[src/rtl/keypad_scanner_4x4_if.sv]
// Pin-side and consumer-side signals of the 4x4 keypad scanner, bundled for port connection.
// master = scanner, slave = board/operand-capture side.
interface keypad_scanner_4x4_if;
    logic [3:0] fil;
    logic [3:0] col;
    logic [3:0] tecla_hex;
    logic       tecla_valida;
    logic       tecla_presionada;

    modport master (
        input  fil,
        output col,
        output tecla_hex,
        output tecla_valida,
        output tecla_presionada
    );

    modport slave (
        output fil,
        input  col,
        input  tecla_hex,
        input  tecla_valida,
        input  tecla_presionada
    );
endinterface

[src/rtl/keypad_scanner_4x4.sv]
// 4x4 matrix keypad scanner: column drive, single-key debounce, hex encoding, one-clock valid pulse.
// Optional auto-repeat of a held key is compiled in with `define KEYPAD_AUTOREPEAT_EN.
module keypad_scanner_4x4 #(
    parameter int SCAN_DIV     = 27000,
    parameter int DEBOUNCE_N   = 4,
    parameter int REPEAT_TICKS = 500
) (
    input logic clk,
    input logic rst,
    keypad_scanner_4x4_if.master bus
);

    localparam int DIV_W = (SCAN_DIV > 1) ? $clog2(SCAN_DIV) : 1;
    localparam int CNT_W = $clog2(DEBOUNCE_N + 1);

    typedef enum logic [1:0] {
        ST_SCAN,
        ST_DEBOUNCE,
        ST_PRESSED,
        ST_RELEASE
    } state_t;

    state_t           r_state;
    logic [DIV_W-1:0] r_divCnt;
    logic [CNT_W-1:0] r_cnt;
    logic [3:0]       r_col;
    logic [3:0]       r_row;
    logic [3:0]       r_hex;
    logic             r_valid;

    state_t           w_stateNext;
    logic [CNT_W-1:0] w_cntNext;
    logic [CNT_W-1:0] w_cntInc;
    logic [3:0]       w_colNext;
    logic [3:0]       w_colRot;
    logic [3:0]       w_rowNext;
    logic [3:0]       w_hexNext;
    logic             w_validNext;
    logic             w_tick;
    logic             w_filIdle;

`ifdef KEYPAD_AUTOREPEAT_EN
    localparam int REP_W = $clog2(REPEAT_TICKS + 1);
    logic [REP_W-1:0] r_rep;
    logic [REP_W-1:0] w_repNext;
    logic [REP_W-1:0] w_repInc;
`else
    logic w_unusedRepeatCfg;
    assign w_unusedRepeatCfg = (REPEAT_TICKS > 0);
`endif

    function automatic logic singleLow(input logic [3:0] v);
        case (v)
            4'b1110, 4'b1101, 4'b1011, 4'b0111: singleLow = 1'b1;
            default:                            singleLow = 1'b0;
        endcase
    endfunction

    function automatic logic [1:0] lowIdx(input logic [3:0] v);
        case (v)
            4'b1110: lowIdx = 2'd0;
            4'b1101: lowIdx = 2'd1;
            4'b1011: lowIdx = 2'd2;
            default: lowIdx = 2'd3;
        endcase
    endfunction

    // Row/column to keycap legend; '*' encodes as E and '#' as F.
    function automatic logic [3:0] keyMap(input logic [1:0] r, input logic [1:0] c);
        case ({r, c})
            4'b00_00: keyMap = 4'h1;
            4'b00_01: keyMap = 4'h2;
            4'b00_10: keyMap = 4'h3;
            4'b00_11: keyMap = 4'hA;
            4'b01_00: keyMap = 4'h4;
            4'b01_01: keyMap = 4'h5;
            4'b01_10: keyMap = 4'h6;
            4'b01_11: keyMap = 4'hB;
            4'b10_00: keyMap = 4'h7;
            4'b10_01: keyMap = 4'h8;
            4'b10_10: keyMap = 4'h9;
            4'b10_11: keyMap = 4'hC;
            4'b11_00: keyMap = 4'hE;
            4'b11_01: keyMap = 4'h0;
            4'b11_10: keyMap = 4'hF;
            default:  keyMap = 4'hD;
        endcase
    endfunction

    assign w_tick    = (r_divCnt == DIV_W'(SCAN_DIV - 1));
    assign w_filIdle = (bus.fil == 4'hF);
    assign w_colRot  = {r_col[2:0], r_col[3]};
    assign w_cntInc  = (r_cnt < CNT_W'(DEBOUNCE_N)) ? r_cnt + CNT_W'(1) : r_cnt;
`ifdef KEYPAD_AUTOREPEAT_EN
    assign w_repInc  = (r_rep < REP_W'(REPEAT_TICKS)) ? r_rep + REP_W'(1) : r_rep;
`endif

    always_ff @(posedge clk or posedge rst) begin
        if (rst) begin
            r_state  <= ST_SCAN;
            r_divCnt <= '0;
            r_cnt    <= '0;
            r_col    <= 4'b1110;
            r_row    <= 4'hF;
            r_hex    <= 4'h0;
            r_valid  <= 1'b0;
`ifdef KEYPAD_AUTOREPEAT_EN
            r_rep    <= '0;
`endif
        end else begin
            r_state  <= w_stateNext;
            r_divCnt <= w_tick ? '0 : r_divCnt + DIV_W'(1);
            r_cnt    <= w_cntNext;
            r_col    <= w_colNext;
            r_row    <= w_rowNext;
            r_hex    <= w_hexNext;
            r_valid  <= w_validNext;
`ifdef KEYPAD_AUTOREPEAT_EN
            r_rep    <= w_repNext;
`endif
        end
    end

    // The column only advances when the FSM is back in SCAN, so a held key keeps its column driven.
    always_comb begin
        w_stateNext = r_state;
        w_cntNext   = r_cnt;
        w_colNext   = r_col;
        w_rowNext   = r_row;
        w_hexNext   = r_hex;
        w_validNext = 1'b0;
`ifdef KEYPAD_AUTOREPEAT_EN
        w_repNext   = r_rep;
`endif
        if (w_tick) begin
            case (r_state)
                ST_SCAN: begin
                    if (singleLow(bus.fil)) begin
                        w_rowNext = bus.fil;
                        if (DEBOUNCE_N == 1) begin
                            w_stateNext = ST_PRESSED;
                            w_cntNext   = '0;
                            w_hexNext   = keyMap(lowIdx(bus.fil), lowIdx(r_col));
                            w_validNext = 1'b1;
`ifdef KEYPAD_AUTOREPEAT_EN
                            w_repNext   = '0;
`endif
                        end else begin
                            w_stateNext = ST_DEBOUNCE;
                            w_cntNext   = CNT_W'(1);
                        end
                    end else begin
                        w_colNext = w_colRot;
                    end
                end
                ST_DEBOUNCE: begin
                    if (bus.fil == r_row) begin
                        if (w_cntInc == CNT_W'(DEBOUNCE_N)) begin
                            w_stateNext = ST_PRESSED;
                            w_cntNext   = '0;
                            w_hexNext   = keyMap(lowIdx(r_row), lowIdx(r_col));
                            w_validNext = 1'b1;
`ifdef KEYPAD_AUTOREPEAT_EN
                            w_repNext   = '0;
`endif
                        end else begin
                            w_cntNext = w_cntInc;
                        end
                    end else begin
                        w_stateNext = ST_SCAN;
                        w_cntNext   = '0;
                        w_colNext   = w_colRot;
                    end
                end
                ST_PRESSED: begin
                    if (w_filIdle) begin
                        if (DEBOUNCE_N == 1) begin
                            w_stateNext = ST_SCAN;
                            w_cntNext   = '0;
                            w_colNext   = w_colRot;
                        end else begin
                            w_stateNext = ST_RELEASE;
                            w_cntNext   = CNT_W'(1);
                        end
                    end else begin
`ifdef KEYPAD_AUTOREPEAT_EN
                        if (w_repInc == REP_W'(REPEAT_TICKS)) begin
                            w_validNext = 1'b1;
                            w_repNext   = '0;
                        end else begin
                            w_repNext   = w_repInc;
                        end
`endif
                    end
                end
                ST_RELEASE: begin
                    if (w_filIdle) begin
                        if (w_cntInc == CNT_W'(DEBOUNCE_N)) begin
                            w_stateNext = ST_SCAN;
                            w_cntNext   = '0;
                            w_colNext   = w_colRot;
                        end else begin
                            w_cntNext = w_cntInc;
                        end
                    end else begin
                        // Release bounce: back to the held state without a new pulse.
                        w_stateNext = ST_PRESSED;
                        w_cntNext   = '0;
`ifdef KEYPAD_AUTOREPEAT_EN
                        w_repNext   = '0;
`endif
                    end
                end
                default: begin
                    w_stateNext = ST_SCAN;
                    w_cntNext   = '0;
                end
            endcase
        end
    end

    assign bus.col              = r_col;
    assign bus.tecla_hex        = r_hex;
    assign bus.tecla_valida     = r_valid;
    assign bus.tecla_presionada = (r_state == ST_PRESSED) || (r_state == ST_RELEASE);

endmodule

[src/flat_wrapper.sv]
// flat-port wrapper written by rule: the top's interface ports become plain ports
module keypad_scanner_4x4_flat 
#(
    parameter int SCAN_DIV     = 27000,
    parameter int DEBOUNCE_N   = 4,
    parameter int REPEAT_TICKS = 500
)
  (clk, rst, bus_fil, bus_col, bus_tecla_hex, bus_tecla_valida, bus_tecla_presionada);
  keypad_scanner_4x4_if bus_i ();
  input logic clk;
  input logic rst;
  input wire logic [$bits(bus_i.fil)-1:0] bus_fil;
  output wire logic [$bits(bus_i.col)-1:0] bus_col;
  output wire logic [$bits(bus_i.tecla_hex)-1:0] bus_tecla_hex;
  output wire logic [$bits(bus_i.tecla_valida)-1:0] bus_tecla_valida;
  output wire logic [$bits(bus_i.tecla_presionada)-1:0] bus_tecla_presionada;
  assign bus_i.fil = bus_fil;
  assign bus_col = bus_i.col;
  assign bus_tecla_hex = bus_i.tecla_hex;
  assign bus_tecla_valida = bus_i.tecla_valida;
  assign bus_tecla_presionada = bus_i.tecla_presionada;
  keypad_scanner_4x4 #(.SCAN_DIV(SCAN_DIV), .DEBOUNCE_N(DEBOUNCE_N), .REPEAT_TICKS(REPEAT_TICKS)) u_core (.clk(clk), .rst(rst), .bus(bus_i));
endmodule
[config.mk]
export PLATFORM = sky130hd
export DESIGN_NAME = keypad_scanner_4x4_flat
export DESIGN_NICKNAME = d
export VERILOG_FILES = /design/src/rtl/keypad_scanner_4x4_if.sv /design/src/rtl/keypad_scanner_4x4.sv /design/src/flat_wrapper.sv
export SDC_FILE = /design/constraint.sdc
export NUM_CORES = 1
export LEC_CHECK = 0
export ABC_AREA = 0
export CORE_MARGIN = 5
export CORE_UTILIZATION = 55
export DETAILED_ROUTE_END_ITERATION = 10
export PLACE_DENSITY = 0.8
export SLEW_MARGIN = 5
export SYNTH_ARGS = -nofsm -noshare
export SYNTH_HDL_FRONTEND = slang
export SYNTH_SLANG_ARGS = --single-unit
[constraint.sdc]
create_clock -name clk -period 2.6 [get_ports clk]
set_input_delay 0.52 -clock clk [delete_from_list [all_inputs] [get_ports clk]]
set_output_delay 0.52 -clock clk [all_outputs]
set_load 0.01 [all_outputs]
### After elaboration in Yosys (flattened, before gate mapping)

Memory sizes are Yosys's and may differ from the RTL's. A register that Yosys moved wholly into a read port is not among the register bits.
Cells that the tools add are included.

* flip-flop bits (word level): 29
* bits in read-only memories: 64
* output and inout port bits: 10
* word-level logic and storage cells: 81
* memories: 1

* $add $sub $neg: 2
* $lt $le $gt $ge: 1
* equal/unequal tests: 25
* muxes and demuxes: 37
* reductions and logical operators: 9

Memories
* (name not given): depth 16, bits a word 4, read ports 1, clocked after Yosys merged registers in 1, wr ports 0, RTL line keypad_scanner_4x4.sv:70 `case ({r, c})`

Operator list (count)
* equality test 4 bit (second input constant): 10
* two-way mux 2 bit: 14
* two-way mux 3 bit: 6
* two-way mux 4 bit: 4
* adder 15 x 1 -> 15 bit (second input constant): 1
* equality test 15 bit (second input constant): 1
* two-way mux 15 bit: 1
* one-hot mux 2 bit (3 select lines): 2
* one-hot mux 3 bit (4 select lines): 1
* one-hot mux 4 bit (3 select lines): 1
* one-hot mux 2 bit (4 select lines): 1
* two-way mux 1 bit: 7
* inequality test 2 x 1 -> 1 bit (second input constant): 3
* inequality test 2 bit (second input constant): 3
* inequality test 3 bit (second input constant): 2
* AND reduction 3 bit: 2
* AND reduction 6 bit: 1
* AND reduction 5 bit: 1
* equality test 2 bit (second input constant): 2
* equality test 4 x 3 -> 1 bit (second input constant): 1
* equality test 4 bit: 1
* AND reduction 4 bit: 1
* OR reduction 4 bit: 1
* adder 3 x 1 -> 3 bit (second input constant): 1
* 6 further kinds: 6

### Longest topological paths before layout

* depth in word-level cells: 7
* depth in mapped cells: 8

### Worst setup path after synthesis

No wires, ideal clock.

* path kind: reg-to-reg
* start point: register u_core.r_divCnt[3]
* end point: register u_core.r_hex[3], in the netlist u_core.bus.tecla_hex[3]
* arrival time: 2.109 ns
* data required time: 2.472 ns
* slack: 0.364 ns
* stages on the path, launching flop included: 5
* path buffers: 0
* cell sequence: dfrtp_1 -> or4_4 -> or4_4 -> nor4_4 -> mux2_1

* cells in the longest elaborated chain, start to end: 2

RTL lines
* start, declared: RTL line keypad_scanner_4x4.sv:24 `logic [DIV_W-1:0] r_divCnt;`
* start signal, assigned: RTL line keypad_scanner_4x4.sv:112 `r_divCnt <= w_tick ? '0 : r_divCnt + DIV_W'(1);`
* equality test 15 bit: RTL line keypad_scanner_4x4.sv:90 `assign w_tick = (r_divCnt == DIV_W'(SCAN_DIV - 1));`
* AND reduction 4 bit (no source line)
* end, declared: RTL line keypad_scanner_4x4.sv:28 `logic [3:0] r_hex;`

No other way between the ends.
A chain may end at the register's enable or synchronous reset.

### Worst setup path after layout

Ends and elaborated chain as after synthesis.

==> impl_metrics.yaml <==
yosys:
  syn_nets: 223
  avgSynthCellArea_um2: 9.475
  netlist_area_um2: 2018
  yosys-top-cells-area: "dfrtp_1 32%, dfstp_2 9.1%, xor2_1 4.3%, xnor2_1 3.9%, nand3_1 3.5%"
  async_flop_share_pct: 100.0
  synth_ff_type: "dfrtp_1"
  yosysSeqAreaShare_pct: 41.35
  ys_types: 51
  yosys_warnings: 0
  syn_inst: 213
  synth_top_area_share_pct: 32.24
  synth_top_area_cell: "dfrtp_1"
  ys_ff_latch: 33
  synth_edf_count: 0
setup_path:
  r2r-end: "u_core.bus.tecla_hex[3]$_DFFE_PP0P_"
  reg2reg_from: "u_core.r_divCnt[3]$_DFF_PP0_"
  path_max_fanout: 5
  r2r_cells: 4
  r2r_slack_ps: 230
  critPathRequiredTime_ps: 2770
  critPathCapture: "u_core.bus.tecla_hex[3]$_DFFE_PP0P_"
  cp-end-kind: "flop"
  worstPathArrival_ps: 2530
  startpoint: "u_core.r_divCnt[3]$_DFF_PP0_"
  crit_type: "reg -> reg"
  startpoint_type: "flop"
power_and_ir_drop:
  p_per_area_nw_per_um2: 443.9
  switching_share_pct: 19.57
  p_int_mw: 0.8452
  p_leak_nw: 1.022
  power_frac_seq_pct: 49.2
  irDropWorstVdd_mv: 0.2824
  p_switching_mw: 0.2056
  p_clk_share_pct: 46.7
  combPwrFrac_pct: 4.1
detailed_routing:
  dr.pass1.iters: 4
  drc_errors: 0
  postRouteAntennaNets: 0
  drt-total-wl_mm: 4.145
  vias: 1664
  drt_iter0_drc: 94
  viasPerCell: 5.880
  wl_per_cell_um: 14.65
finish:
  nets: 244
  antenna_cells: 0
  layout-drive-gt1-share_pct: 13.19
  finalInstanceArea_um2: 2367
  finalNonFillerCells: 283
  syn_to_final_growth_pct: 17.30
global_routing:
  grt_pass1_vias: 1566
  grt_pass1_wl_mm: 7.120
  overflow: 0
  antenna_found_initial: 0
  globalRouteTotalUtil_pct: 17.81
  grt_max_degree: 34
sta:
  setup_ws_ps: 234.5
  finalMaxSlewViolations: 0
  hold_viol_final: 0
  fin_crit_sh_pct: 90.98
  tightestPinTransition_ps: 507.3
  rsz0062_at_grt: "false"
  skew_ps: 3.802
  relSlewSlack_pct: 65.83
  setup-violations-final: 0
  max_freq_mhz: 422.7
  min_period_ps: 2366
  totalNegativeSetupSlack_ps: 0
place:
  io_buffers: 15
  gp_congestion: 0.8423
  placed_area_um2: 2251
  dp_hpwl_mm: 3.032
  place_inst: 275
  place_ws_ps: 62.81
job:
  cap_violations: 0
clock_tree:
  clk_latency_ps: 280
  htreeDepth: 2
  cts.repair.resized: 0
  clk_path_buf_depth: 2
  cts.sinks: 33
  clk_pin_slew_worst_paths_ps: 60
  cts_tree: "yes"
  cts_root_buf: "clkbuf_8"
  hold_buffers: 0
  cts-buffers-inserted: 5
  post_cts_buffers: 0
die:
  io_pins: 16
  rows: 22
  die_area_um2: 4981
  die_w_um: 70.58
  start_util_pct: 55.97
  dieHeight_um: 70.58
  coreArea_um2: 3606
run_status:
  status: "finished clean"
hold_path:
  min_path_type: "reg -> reg"
[layout by cell type, fill, tap and decap left out, types with 5 or more instances in the layout]
cell type and count:
a21oi_1 11, buf_4 7, clkbuf_8 6, clkdlybuf4s50_1 15, dfrtp_1 26, dfstp_2 7, inv_1 11, mux2_1 5
nand2_1 12, nand3_1 14, nor2_1 17, nor2b_1 6, o21ai_0 11, xnor2_1 9, xor2_1 10
[cell families (layout without fill, tap and decap cells)]
family          Yosys count  count (layout)  synth area share, %
compound gates           49              49                15.62
xor+xnor                 19              19                8.246
fa+ha+maj                 4               4                2.480
buf+inv                  19              41                3.534
flops                    33              33                41.35
mux                      10              10                5.517
simple gates             79              79                23.25
[power by group through the flow]
| stage | clock [mW] | sequential, mW | combinational (mW) |
|---|---|---|---|
| final | 0.491 | 0.517 | 0.0429 |
| after global routing | 0.523 | 0.517 | 0.0478 |
| after CTS | 0.502 | 0.517 | 0.0435 |
| after detailed placement | 0 | 0.526 | 0.0428 |
| after global placement | 0 | 0.526 | 0.0422 |
| after floorplan | 0 | 0.526 | 0.0261 |
[flip-flops by register name, indices dropped and copies added, names as in the netlist]
register                 cells
u_core.r_cnt                 3
u_core.bus.tecla_hex         4
u_core.r_divCnt             15
u_core.bus.tecla_valida      1
u_core.bus.col               4
u_core.r_row                 4
u_core.r_state               2
[Yosys cell counts, types with 2 or more instances]
master    instances
a211oi_1          3
a21oi_1          11
a31oi_1           3
and2_1            2
and3_1            2
and4b_1           2
clkbuf_1          8
dfrtp_1          26
dfstp_2           7
ha_1              4
inv_1            11
mux2_1            5
mux2_2            4
nand2_1          12
nand2b_1          2
nand3_1          14
nand4_1           3
nand4b_1          2
nor2_1           17
nor2b_1           6
nor3_1            4
nor3b_1           2
o21a_1            2
o21ai_0          11
o21ai_1           2
o22ai_1           3
or3_1             3
or4_4             2
xnor2_1           9
xor2_1           10
[worst max-delay path, stage by stage, from the launching register on]
cell	delay (ps)
dfrtp_1	430
or4_4	570
or4_4	600
nor4_4	290
mux2_1	360
[area by class of cell]
type                    instances  area, µm²
well taps                      48      60.06
clock buffers                   7      86.33
fillers                       278       1239
inverters                      11      41.29
flip-flops and latches         33      834.6
clock inverters                 1      30.03
multi-input cells             161       1112
repair buffers                 22      202.7
[how the worst min path moves through the flow]
stage	startpoint	end	slack [ps]	cells past startpoint
final	u_core.r_divCnt[0]$_DFF_PP0_	u_core.r_divCnt[0]$_DFF_PP0_	480	1
after global placement	u_core.r_divCnt[0]$_DFF_PP0_	u_core.r_divCnt[0]$_DFF_PP0_	470	1
after global routing	u_core.r_divCnt[0]$_DFF_PP0_	u_core.r_divCnt[0]$_DFF_PP0_	520	1
after CTS	u_core.r_divCnt[0]$_DFF_PP0_	u_core.r_divCnt[0]$_DFF_PP0_	490	1
after detailed placement	u_core.r_divCnt[0]$_DFF_PP0_	u_core.r_divCnt[0]$_DFF_PP0_	480	1
after floorplan	u_core.r_divCnt[0]$_DFF_PP0_	u_core.r_divCnt[0]$_DFF_PP0_	450	1
[layer usage]
| layer | vias up | track usage (%) | wire length, µm |
|---|---|---|---|
| li1 | 815 | - | - |
| met1 | 802 | 22.14 | 1856 |
| met2 | 41 | 29.94 | 2078 |
| met3 | 6 | 4.830 | 157 |
| met4 | 0 | 6.263 | 53 |
| met5 | - | 0 | 0 |
[stage by stage]
step / hold slack (ps) / utilization, % / power, mW
floorplan: 454.7 / - / 0.5518
global placement: 470.0 / 62.42 / 0.5682
global route: 519.8 / 65.65 / 1.088
finish: 483.8 / 65.65 / 1.051
detailed placement: 476.7 / 62.42 / 0.5689
CTS: 485.9 / 65.65 / 1.063
Power figures use the tool's default switching activity.
